--- src/rtl/nd120_cyc_pkg.sv ---
// nd120_cyc_pkg
// Shared definitions for the ND-120/CX cycle timing logic.
// - CTYPE encodings.
// - The cycle-generator state encoding.
// - The default timeout length.
package nd120_cyc_pkg;

  typedef enum logic [2:0] {
    CT_CACHE_RD  = 3'd0,
    CT_MEM_RD    = 3'd1,
    CT_MEM_WR    = 3'd2,
    CT_IO_SLOW   = 3'd3,
    CT_CS_ACCESS = 3'd4,
    CT_UART      = 3'd5
  } ctype_e;

  typedef enum logic {
    ST_IDLE = 1'b0,
    ST_BUSY = 1'b1
  } state_e;

  localparam int unsigned TMO_CYCLES_DEF = 255;

  // Codes 6 and 7 have no cycle of their own and behave as a memory read.
  function automatic ctype_e to_ctype(input logic [2:0] code);
    ctype_e t;
    if (code > 3'd5) t = CT_MEM_RD;
    else             t = ctype_e'(code);
    return t;
  endfunction

endpackage

--- src/rtl/cyc_dncnt.sv ---
// cyc_dncnt
// Loadable down-counter that saturates at zero, with a zero flag.
// Ports:
//   ck       clock
//   rst      synchronous reset, active-high (count <- 0)
//   clr      synchronous clear (count <- 0), beats load and dec
//   load     load load_val, beats dec
//   load_val value to load
//   dec      decrement by one, holds at zero
//   cnt      current count
//   zero     high when cnt == 0
module cyc_dncnt #(
  parameter int W = 2
) (
  input  logic         ck,
  input  logic         rst,
  input  logic         clr,
  input  logic         load,
  input  logic [W-1:0] load_val,
  input  logic         dec,
  output logic [W-1:0] cnt,
  output logic         zero
);

  // NOTE: state is updated with non-blocking assignments so every register
  // samples pre-edge values and simulation matches the synthesized flops.
  always_ff @(posedge ck) begin
    if (rst || clr)              cnt <= '0;
    else if (load)               cnt <= load_val;
    else if (dec && cnt != '0)   cnt <= cnt - 1'b1;
  end

  assign zero = (cnt == '0);

endmodule

--- src/rtl/cyc_wait_gen.sv ---
// cyc_wait_gen
// Cycle timing generator feeding the CYCFSM state counter. Latches the
// cycle type and wait parameters at START, then produces the delay/wait
// qualifiers until TERM_n ends the cycle or the timeout aborts it.
// Ports:
//   CK, RST            clock, synchronous active-high reset
//   START              begin a cycle (ignored while BUSY)
//   CTYPE/WSCNT/DLYSEL cycle type, wait states, setup delay (taken at START)
//   BUSRDY             bus ready, asynchronous, registered once here
//   TERM_n             cycle terminate from CYCFSM, active-low
//   DLY0_n, DLY1_n     low while delay count >= 1 / >= 2
//   CSDELAY0           first clock of a CS_ACCESS cycle
//   WAIT1              wait count non-zero
//   WAIT2              BUSY and registered BUSRDY low
//   SHORT_n, SLOW_n    cycle-class decodes, low for the whole cycle
//   BUSY               cycle in progress
//   TMO                one-clock pulse after a timeout abort
module cyc_wait_gen
  import nd120_cyc_pkg::*;
#(
  parameter int unsigned TMO_CYCLES = TMO_CYCLES_DEF
) (
  input  logic       CK,
  input  logic       RST,
  input  logic       START,
  input  logic [2:0] CTYPE,
  input  logic [2:0] WSCNT,
  input  logic [1:0] DLYSEL,
  input  logic       BUSRDY,
  input  logic       TERM_n,
  output logic       DLY0_n,
  output logic       DLY1_n,
  output logic       CSDELAY0,
  output logic       WAIT1,
  output logic       WAIT2,
  output logic       SHORT_n,
  output logic       SLOW_n,
  output logic       BUSY,
  output logic       TMO
);

  // tcnt equals this value during the TMO_CYCLES-th BUSY clock.
  localparam logic [7:0] TCNT_LAST = 8'(TMO_CYCLES - 1);

  state_e     state, state_nxt;
  ctype_e     ctype_q;
  logic       csd_q;
  logic       busrdy_q;
  logic       tmo_q;
  logic [7:0] tcnt;
  logic [1:0] dcnt;
  logic [2:0] wcnt;
  logic       dzero, wzero;
  logic       start_acc, term_hit, tmo_hit, cyc_end;

  // ---------------------------------------------------------------- state
  always_ff @(posedge CK) begin
    if (RST) state <= ST_IDLE;
    else     state <= state_nxt;
  end

  // ----------------------------------------------------------- next state
  // NOTE: every signal gets a default at the top of the block so no path
  // leaves it unassigned and no latch is inferred.
  always_comb begin
    state_nxt = state;
    start_acc = 1'b0;
    term_hit  = 1'b0;
    tmo_hit   = 1'b0;
    case (state)
      ST_IDLE: begin
        start_acc = START;
        if (START) state_nxt = ST_BUSY;
      end
      ST_BUSY: begin
        // TERM has priority over both the timeout and a late START.
        term_hit = !TERM_n;
        tmo_hit  = TERM_n && (tcnt == TCNT_LAST);
        if (term_hit || tmo_hit) state_nxt = ST_IDLE;
      end
      default: state_nxt = ST_IDLE;
    endcase
  end

  assign cyc_end = term_hit || tmo_hit;

  // ------------------------------------------------ cycle context registers
  always_ff @(posedge CK) begin
    if (RST) begin
      ctype_q  <= CT_MEM_RD;
      csd_q    <= 1'b0;
      tcnt     <= '0;
      tmo_q    <= 1'b0;
      busrdy_q <= 1'b1;
    end else begin
      busrdy_q <= BUSRDY;
      tmo_q    <= tmo_hit;
      if (start_acc) begin
        ctype_q <= to_ctype(CTYPE);
        csd_q   <= (to_ctype(CTYPE) == CT_CS_ACCESS);
        tcnt    <= '0;
      end else if (cyc_end) begin
        csd_q <= 1'b0;
        tcnt  <= '0;
      end else if (state == ST_BUSY) begin
        csd_q <= 1'b0;
        tcnt  <= tcnt + 8'd1;
      end
    end
  end

  // Delay and wait counters: loaded at START, counted down through BUSY.
  cyc_dncnt #(.W(2)) u_dcnt (
    .ck       (CK),
    .rst      (RST),
    .clr      (cyc_end),
    .load     (start_acc),
    .load_val (DLYSEL),
    .dec      (state == ST_BUSY),
    .cnt      (dcnt),
    .zero     (dzero)
  );

  cyc_dncnt #(.W(3)) u_wcnt (
    .ck       (CK),
    .rst      (RST),
    .clr      (cyc_end),
    .load     (start_acc),
    .load_val (WSCNT),
    .dec      (state == ST_BUSY),
    .cnt      (wcnt),
    .zero     (wzero)
  );

  // --------------------------------------------------------------- outputs
  // Pure decodes of registers; counters are cleared on cycle exit, so the
  // count-based qualifiers are inactive in IDLE without extra gating.
  always_comb begin
    BUSY     = (state == ST_BUSY);
    DLY0_n   = dzero;
    DLY1_n   = !dcnt[1];
    CSDELAY0 = csd_q;
    WAIT1    = !wzero;
    WAIT2    = BUSY && !busrdy_q;
    SHORT_n  = !(BUSY && ctype_q == CT_CACHE_RD);
    SLOW_n   = !(BUSY && (ctype_q == CT_IO_SLOW || ctype_q == CT_UART));
    TMO      = tmo_q;
  end

endmodule

--- config.mk ---
export PLATFORM = sky130hd
export DESIGN_NAME = cyc_wait_gen
export DESIGN_NICKNAME = d
export VERILOG_FILES = /design/src/rtl/nd120_cyc_pkg.sv /design/src/rtl/cyc_dncnt.sv /design/src/rtl/cyc_wait_gen.sv
export SDC_FILE = /design/constraint.sdc
export NUM_CORES = 1
export LEC_CHECK = 0
export CORE_AREA = 2 2 45 47
export CTS_CLUSTER_SIZE = 16
export DETAILED_ROUTE_END_ITERATION = 16
export DIE_AREA = 0 0 47 49
export DONT_BUFFER_PORTS = 1
export PLACE_DENSITY = 0.72
export SYNTH_ARGS = -nofsm -noshare
export SYNTH_HDL_FRONTEND = slang
export SYNTH_SLANG_ARGS = --single-unit
--- constraint.sdc ---
create_clock -name CK -period 1.43 [get_ports CK]
set_input_delay 0.2145 -clock CK [delete_from_list [all_inputs] [get_ports CK]]
set_output_delay 0.2145 -clock CK [all_outputs]
set_load 0.02 [all_outputs]
==> results.py, run 1 <==
metrics = {
    "sta": {
        "finalCriticalPeriod_ps": 1440,
        "clock.fmax_ghz": 0.697,
        "tns_ps": -5.18,
        "fin_skew_ps": 3.25,
        "finalCritPeriodShare_pct": 100,
        "setup_violations": 1,
        "worst_slack_ps": -5.18,
        "hold_slack_ps": 16.6,
        "worst_slew_pin_slew_ps": 423,
        "slew_headroom_pct": 71.7,
        "hold_viol": 0,
        "rsz0062_at_grt": "yes",
        "slew_viol_final": 0,
    },
    "final_layout": {
        "diodes": 0,
        "final_util_pct": 65.1,
        "drive_gt1_share_pct": 22.4,
        "seq_area_um2": 407,
        "final_cell_mix": "dfxtp_1, nor2_1, buf_4",
        "final_common_cell": "dfxtp_1",
        "nets": 145,
        "num-fill-cells": 161,
        "area_delta_synth_final_pct": 17.0,
        "multiInputGateArea_um2": 608,
    },
    "floorplanning": {
        "fp.dieH_um": 49,
        "core_area_um2": 1840,
        "rows": 16,
        "io_pins": 22,
        "dieArea_um2": 2300,
        "start_util_pct": 55.6,
        "fp.dieW_um": 47,
    },
    "global_routing": {
        "overflow": 0,
        "grt_max_degree": 11,
        "track_usage_pct": 19.6,
        "antenna_found_initial": 0,
        "first_global_vias": 831,
        "grt_first_pass_wirelength_um": 3330,
    },
    "setup_path": {
        "cp_cell_sequence": "or4b_4",
        "cp_top_family": "simple AND/OR/NAND/NOR gates",
        "crit_fanout": 3,
        "slowest_delay_ps": 580,
        "worstPathArrival_ps": 1220,
        "path_buf_inv": 0,
        "worst_setup_path_end_kind": "output port",
        "crit_type": "reg2out",
        "cp-start-kind": "flip-flop",
        "slowest_stage": "or4b_4",
        "cp.required_ps": 1220,
    },
    "power": {
        "leakagePower_nw": 0.456,
        "vdd_drop_max_mv": 0.532,
        "power_density_nw_per_um2": 953,
        "power_mw": 1.14,
    },
    "yosys": {
        "synth_area_um2": 1020,
        "synth.area.mux_share_pct": 2.08,
        "yosysWarnings": 0,
        "ys_async_sr_fraction_pct": 0,
        "synth-adder-area-share_pct": 6.11,
        "synth-simple-area-share_pct": 26.3,
        "synth_top_family_by_area": "simple AND/OR/NAND/NOR gates",
        "ys_seq_elements": 20,
        "synth_xor_area_share_pct": 6.84,
        "syn_avg_cell_area_um2": 8.99,
        "ys_types": 34,
        "syn_inst": 114,
        "syn_nets": 132,
        "synth_edf_count": 0,
        "ys.flop_type": "dfxtp_1",
        "synth_compound_area_share_pct": 14.9,
        "ys_seq_area_share_pct": 39.1,
    },
    "route": {
        "dr.first_iter.drc_count": 7,
        "routed_wl_um": 2150,
        "wl_per_cell_um": 14.2,
        "firstDrtPassIters": 4,
        "post-route-drc-count": 0,
        "drtAntennaViolNets": 0,
        "vias": 834,
        "vias_per_cell": 5.49,
    },
    "clock_network": {
        "cts_max_path_buffers": 2,
        "numCtsBuffers": 3,
        "cts_root_buffer": "clkbuf_4",
        "clk_pin_slew_worst_paths_ps": 110,
        "htreeDepth": 1,
        "clock_latency_ps": 300,
        "cts_sinks": 20,
        "cts_tree": "done",
    },
    "job": {
        "maxCapViolations": 0,
    },
    "placed_design": {
        "port_buffers": 0,
        "dp_hpwl_um": 1380,
        "place.gp.congestion": 0.752,
    },
    "outcome": {
        "failed_checks": "setup timing",
        "status": "finished, violations left",
    },
    "hold_path": {
        "min_path_type": "in2reg",
    },
}
[path summary, 6_finish.rpt]
path	from	endpoint	depth (start not counted)	slack (ps)
worst min register to register	ctype_q[1]	ctype_q[1]	2	480
worst max register to register	u_dcnt.cnt[0]	u_dcnt.cnt[1]	4	70
worst min-delay path	RST	busrdy_q	1	20
worst max-delay path	ctype_q[1]	SHORT_n	1	-5
[flip-flops by register name (all words and copies together), names as in the netlist]
name	cells
BUSY	1
TMO	1
ctype_q	3
CSDELAY0	1
tcnt	8
u_wcnt.cnt	3
busrdy_q	1
u_dcnt.cnt	2
[final cells by class]
cell class	count	share of cell area, %
Clock buffer	3	1.88
Inverter	6	1.88
Multi-Input combinational cell	83	50.7
Sequential cell	20	33.9
Tap cell	27	2.82
Timing Repair Buffer	13	8.77
[through the flow]
stage                     area, um2  instances  setup WS [ps]
after detailed placement       1100        143           38.2
after global placement         1100        143           80.8
after CTS                      1170        151          -12.0
after global routing           1200        152          -44.2
final                          1200        152          -5.18
after floorplan                1040        114          -50.6
[kinds of logic (layout without fill, tap and decap cells)]
kind of cell | Yosys count | count (layout)
AOI/OAI and AO/OA | 19 | 19
DFF | 20 | 20
buffers and inverters | 11 | 22
adders and majority gates | 5 | 5
and+or+nand+nor | 49 | 49
xor gates and xnor gates | 8 | 8
muxes | 2 | 2
[layer usage]
metal,routed length (um),GRT usage [%]
met5,0,0
met4,14,6.94
met3,102,4.07
met2,1050,31.7
met1,987,25.1
[what timing repair did]
action                                  4_1_cts  5_1_grt
endpoints found under the setup margin        3        4
buffers inserted                              3        0
hold buffers                                  2        1
hold endpoints to repair                     10        1
pin swaps                                     0        4
resized for setup                             1        7
[Yosys cell counts, types with 2 or more instances]
cell type	n	area share, %
buf_2	3	1.5
nor4_1	2	1.2
nand2b_1	2	1.2
nand2_1	6	2.2
o21ai_0	2	0.98
a21o_1	2	1.5
xor2_1	5	4.3
dfxtp_1	20	39
nor3b_1	3	2.2
nor3_1	7	3.4
nand4_1	2	1.2
a211oi_1	3	2.2
nor2_1	16	5.9
inv_1	6	2.2
a21oi_1	5	2.4
xnor2_1	3	2.6
nor2b_1	2	1.2
ha_1	5	6.1
nand3_1	3	1.5
a31oi_1	2	1.2
nand3b_1	2	1.5
[power by group]
part	total [mW]	switching (mW)	internal, mW
registers	0.606	0.0227	0.584
clock network	0.269	0.171	0.0981
logic	0.266	0.137	0.129
(Power assumes the default switching activity.)
==> run 2: changes to the inputs <==
--- a/config.mk
+++ b/config.mk
@@ -10,7 +10,8 @@
 export DETAILED_ROUTE_END_ITERATION = 16
 export DIE_AREA = 0 0 47 49
 export DONT_BUFFER_PORTS = 1
-export PLACE_DENSITY = 0.72
+export PLACE_DENSITY = 0.73
 export SYNTH_ARGS = -nofsm -noshare
 export SYNTH_HDL_FRONTEND = slang
+export SYNTH_HIERARCHICAL = 1
 export SYNTH_SLANG_ARGS = --single-unit
==> run 2 against run 1 <==
The flow finishes with violations (hold timing, setup timing). Worst hold slack got worse by 60 ps. Design area increased by 13%. Utilization increased by 8.2 points. Die area unchanged. Global-route usage up 0.92 points. Setup slack got worse by 46 ps. Critical path type is now reg2reg. Largest cell class unchanged. Largest power group unchanged.
==> results.py, run 2 <==
metrics = {
    "outcome": {
        "status": "finished, violations left",
        "failed_checks": "hold timing, setup timing",
    },
    "clock_network": {
        "numCtsBuffers": 3,
        "clock_latency_ps": 300,
        "cts_root_buffer": "clkbuf_4",
        "htreeDepth": 1,
        "cts_max_path_buffers": 2,
        "cts_sinks": 20,
        "clk_pin_slew_worst_paths_ps": 120,
        "cts_tree": "done",
    },
    "sta": {
        "setup_violations": 3,
        "hold_slack_ps": -43.8,
        "finalCriticalPeriod_ps": 1480,
        "slew_headroom_pct": 80.8,
        "hold_viol": 16,
        "slew_viol_final": 0,
        "worst_slew_pin_slew_ps": 284,
        "finalCritPeriodShare_pct": 104,
        "fin_skew_ps": 15.5,
        "rsz0062_at_grt": "yes",
        "worst_slack_ps": -51.6,
        "clock.fmax_ghz": 0.675,
        "tns_ps": -92.1,
    },
    "route": {
        "wl_per_cell_um": 13.9,
        "dr.first_iter.drc_count": 5,
        "post-route-drc-count": 0,
        "firstDrtPassIters": 4,
        "vias": 884,
        "vias_per_cell": 5.53,
        "drtAntennaViolNets": 0,
        "routed_wl_um": 2230,
    },
    "global_routing": {
        "grt_first_pass_wirelength_um": 3490,
        "grt_max_degree": 21,
        "antenna_found_initial": 0,
        "overflow": 0,
        "track_usage_pct": 20.6,
        "first_global_vias": 877,
    },
    "floorplanning": {
        "start_util_pct": 56.1,
        "io_pins": 22,
        "fp.dieW_um": 47,
        "dieArea_um2": 2300,
        "fp.dieH_um": 49,
        "rows": 16,
        "core_area_um2": 1840,
    },
    "setup_path": {
        "cp-start-kind": "flip-flop",
        "path_buf_inv": 1,
        "cp_top_family": "simple AND/OR/NAND/NOR gates",
        "cp_cell_sequence": "inv_2 -> ha_4 -> ha_4 -> nand2b_4 -> or3_1 -> a311oi_1",
        "cp.required_ps": 1640,
        "crit_path_frequent_cell": "ha_4",
        "worstPathArrival_ps": 1690,
        "crit_type": "reg2reg",
        "slowest_stage": "dfxtp_2",
        "slowest_delay_ps": 360,
        "worst_setup_path_end_kind": "flip-flop",
        "crit_fanout": 4,
    },
    "yosys": {
        "synth_edf_count": 0,
        "ys_seq_area_share_pct": 38.7,
        "ys_top_cells_by_count": "dfxtp_1, inv_1, nand2_1",
        "synth_area_um2": 1030,
        "yosysWarnings": 6,
        "syn_avg_cell_area_um2": 9.23,
        "synth_top_area_cell": "dfxtp_1",
        "synth_most_common_cell": "dfxtp_1",
        "syn_nets": 130,
        "ys_seq_elements": 20,
        "yosys.area.top_type_share_pct": 38.7,
        "ys_async_sr_fraction_pct": 0,
        "syn_inst": 112,
        "ys.flop_type": "dfxtp_1",
        "synth_area_leaders": "dfxtp_1, ha_1, a211oi_1",
        "ys_types": 35,
    },
    "final_layout": {
        "diodes": 0,
        "final_util_pct": 73.2,
        "final_cell_mix": "buf_4, dfxtp_1, inv_1, dfxtp_2",
        "reg_top3": "tcnt x8, ctype_q x3, u_wcnt/cnt x3",
        "area_delta_synth_final_pct": 30.5,
        "drive_gt1_share_pct": 40.6,
        "regMostFlops": "tcnt",
        "largest_reg_flops": 8,
        "finalInstanceArea_um2": 1350,
        "final_cells": 160,
        "nets": 152,
        "final_common_cell": "buf_4",
    },
    "job": {
        "maxCapViolations": 0,
    },
    "placed_design": {
        "port_buffers": 0,
        "place_ws_ps": -138,
        "place_area_um2": 1150,
        "dp.cells": 148,
        "dp_hpwl_um": 1490,
        "place.gp.congestion": 0.770,
    },
    "hold_path": {
        "min_path_type": "in2reg",
    },
    "power": {
        "vdd_drop_max_mv": 0.947,
        "power_density_nw_per_um2": 956,
        "power_mw": 1.29,
        "leakagePower_nw": 0.496,
    },
}
[run 2: cell count changes after synthesis, sizes merged, moves of 3 or more]
cell    before  now
or3          0    5
o21ai        2    5
a211oi       3    6
buf          4    1
inv          6   11
nor3         7    2
nor2        16    5
[run 2: repair_timing]
action / CTS / global route
pin swaps: 2 / 3
endpoints found under the setup margin: 4 / 8
buffers inserted: 3 / 2
resized for setup: 10 / 17
hold buffers: 2 / 1
gates cloned: 0 / 0
endpoints found under the hold margin: 19 / 18
[run 2: final timing paths]
check | to | slack (ps) | start | cells after the start
min reg2reg | ctype_q[0] | 490 | ctype_q[0] | 1
max reg2reg | u_wcnt/cnt[2] | -50 | u_wcnt/cnt[1] | 6
min | BUSY | -40 | RST | 1
max | u_wcnt/cnt[2] | -50 | u_wcnt/cnt[1] | 6
[run 2: cell type report]
class                           count  area, um2
Clock inverter                      1       30.0
Timing Repair Buffer               20        165
Sequential cell                    20        415
Fill cell                         152        493
Multi-Input combinational cell     78        641
Inverter                           11       41.3
Tap cell                           27       33.8
Clock buffer                        3       22.5
[run 2: cell families after synthesis]
kind of cell	share of synthesized area [%]
XOR/XNOR	5.93
flip-flops	38.7
AO/OA/AOI/OAI	19.5
buffers and inverters	5.21
multiplexers	0.969
AND/OR/NAND/NOR	23.6
adder cells (fa/ha/maj)	6.05
[run 2: report_power, final]
group          internal, mW  switching [mW]  total [mW]
sequential            0.582          0.0175       0.600
combinational         0.117           0.119       0.235
clock                 0.283           0.171       0.454
total                 0.982           0.307        1.29
[run 2: layer usage]
metal  vias to the layer above  GRT usage [%]  part of all wire, %
li1                        445              -                    -
met1                       418           24.8                   43
met4                         0           5.09                 0.45
met3                         2           8.89                  5.2
met5                         -              0                    0
met2                        19           32.9                   52
[run 2: worst reg2reg max path, cell delays in order (launching register included)]
cell      delay [ps]
dfxtp_2          360
inv_2             40
ha_4             150
ha_4             150
nand2b_4         150
or3_1            320
a311oi_1         220
==> run 3: changes to the inputs <==
--- a/config.mk
+++ b/config.mk
@@ -10,6 +10,7 @@
 export DETAILED_ROUTE_END_ITERATION = 16
 export DIE_AREA = 0 0 47 49
 export DONT_BUFFER_PORTS = 1
+export GPL_ROUTABILITY_DRIVEN = 0
 export PLACE_DENSITY = 0.73
 export SYNTH_ARGS = -nofsm -noshare
 export SYNTH_HDL_FRONTEND = slang
==> results of run 3 <==
Final layout, timing and power as in run 2 (identical DEF).
==> RTL change (config.mk and constraints of run 2) <==
The package constant `TMO_CYCLES_DEF` goes from 255 to 191.
--- a/src/rtl/nd120_cyc_pkg.sv
+++ b/src/rtl/nd120_cyc_pkg.sv
@@ -19,7 +19,7 @@
     ST_BUSY = 1'b1
   } state_e;
 
-  localparam int unsigned TMO_CYCLES_DEF = 255;
+  localparam int unsigned TMO_CYCLES_DEF = 191;
 
   // Codes 6 and 7 have no cycle of their own and behave as a memory read.
   function automatic ctype_e to_ctype(input logic [2:0] code);
Function: no difference found for any inputs over 10 cycles, from zero or initial values and one cycle with RST high; that may be too few to reach the edited logic, so the function may still have changed.
==> RTL change against run 2 <==
  * Largest power group unchanged
  * Highest routed layer unchanged
  * Largest cell class unchanged
  * Final cell count up 4.4%
  * Sequential cell count unchanged
  * Worst hold slack worse by 24 ps
  * Total power up 4.8%
  * Clock power up 4.4%
  * Combinational power up 17%
  * The flow still finishes with violations (negative hold slack, negative setup slack)
  * Count of clock-buffer cells in the layout unchanged
  * Design area up 13%
  * Routed wire length up 21%
  * Global-route usage up 3.8 points
  * Area after synthesis up 2.4%
  * Setup slack better by 7.4 ps
  * Critical path depth unchanged
==> RTL change: results (changes against run 2) <==
metric	value	unit	change
outcome	complete, but fails checks		unchanged
violated checks	negative hold slack, negative setup slack		unchanged
multi-input gate share of total cell area	48.8	%	was 47.5%
worst hold-check slack	-67.8	ps	was -43.8 ps
vias	971		was 884
count of endpoints failing hold in the final timing report	17		was 16
number of resized instances in the post-cts repair step	13		was 10
Clock Network Area Fraction	3.46	%	was 3.90%
worst-case setup margin in the final layout	-44.1	ps	was -51.6 ps
number of violations reported at the end of detailed-routing iteration 0	27		was 5
total leakage power	0.591	nW	was 0.496 nW
Flop pwr share	44.5	%	was 46.5%
# setup viols final	5		was 3
half-perimeter wire length of the detailed placement result	1640	um	was 1490 um
register area share after synthesis	37.8	%	was 38.7%
number of global-route vias before repair	915		was 877
count of filler cells inserted in the layout	109		was 152
DP Area	1240	sq um	was 1150 sq um
proportion of final cell area spent on non-clock buffers	15.2	%	was 12.2%
most area-consuming cells after synthesis	sky130_fd_sc_hd__dfxtp_1 38%, sky130_fd_sc_hd__ha_1 5.9%, sky130_fd_sc_hd__a211oi_1 4.3%		was sky130_fd_sc_hd__dfxtp_1 39%, sky130_fd_sc_hd__ha_1 6.1%, sky130_fd_sc_hd__a211oi_1 4.4%
fraction of synthesized area in multiplexers	0.946	%	was 0.969%
maximum ir drop on the vdd rail	0.000894	V	was 0.000947 V
Final nets	159		was 152
global-route total usage across every layer	24.4	%	was 20.6%
first-pass GRT wire length	3960	um	was 3490 um
worst setup skew after layout	1.48	ps	was 15.5 ps
Storage cell area	417	sq um	was 415 sq um
synth unique cells	36		was 35
RTL change: cell count changes in the layout (fill, tap and decap cells not counted), moves of 2 or more:
cell	delta
sky130_fd_sc_hd__ha_4	+2
sky130_fd_sc_hd__buf_4	+6
sky130_fd_sc_hd__ha_2	-2
sky130_fd_sc_hd__or3_4	+2
sky130_fd_sc_hd__nand4_4	+2
sky130_fd_sc_hd__inv_2	+2
sky130_fd_sc_hd__inv_1	-3
RTL change: logic make-up after synthesis:
kind of cell,count (synthesis)
adders and majority gates,5
muxes,1
buffers and inverters,14
DFF,20
xor gates and xnor gates,7
and+or+nand+nor,39
AOI/OAI and AO/OA,26
RTL change: final timing paths:
check / end / slack (ps) / cells after the start
max: u_wcnt/cnt[1] / -40 / 6
min: tcnt[5] / -70 / 1
max reg2reg: u_wcnt/cnt[1] / -40 / 6
min reg2reg: ctype_q[0] / 500 / 1
RTL change: layer usage:
layer / global-route usage [%] / vias up / wire [um]
met5: 0 / - / 0
met4: 12.5 / 0 / 74
met3: 5.56 / 7 / 136
met2: 40.9 / 40 / 1400
met1: 27.5 / 461 / 1090
li1: - / 463 / -
RTL change: through the flow:
stage / utilization (%) / setup WS, ps / cells / hold slack, ps
floorplan: - / -36.5 / 112 / 281
detailed placement: 67.3 / -79.5 / 155 / 279
global route: 82.4 / -107 / 167 / -87.3
CTS: 74.3 / -79.8 / 163 / -59.2
finish: 82.4 / -44.1 / 167 / -67.8
global placement: 67.3 / 1.24 / 155 / 278
RTL change: critical path: stages, from the launching register on:
cell,delay [ps]
sky130_fd_sc_hd__dfxtp_2,360
sky130_fd_sc_hd__inv_2,40
sky130_fd_sc_hd__ha_4,160
sky130_fd_sc_hd__ha_4,150
sky130_fd_sc_hd__nand2b_4,140
sky130_fd_sc_hd__or3_4,330
sky130_fd_sc_hd__a311oi_2,200
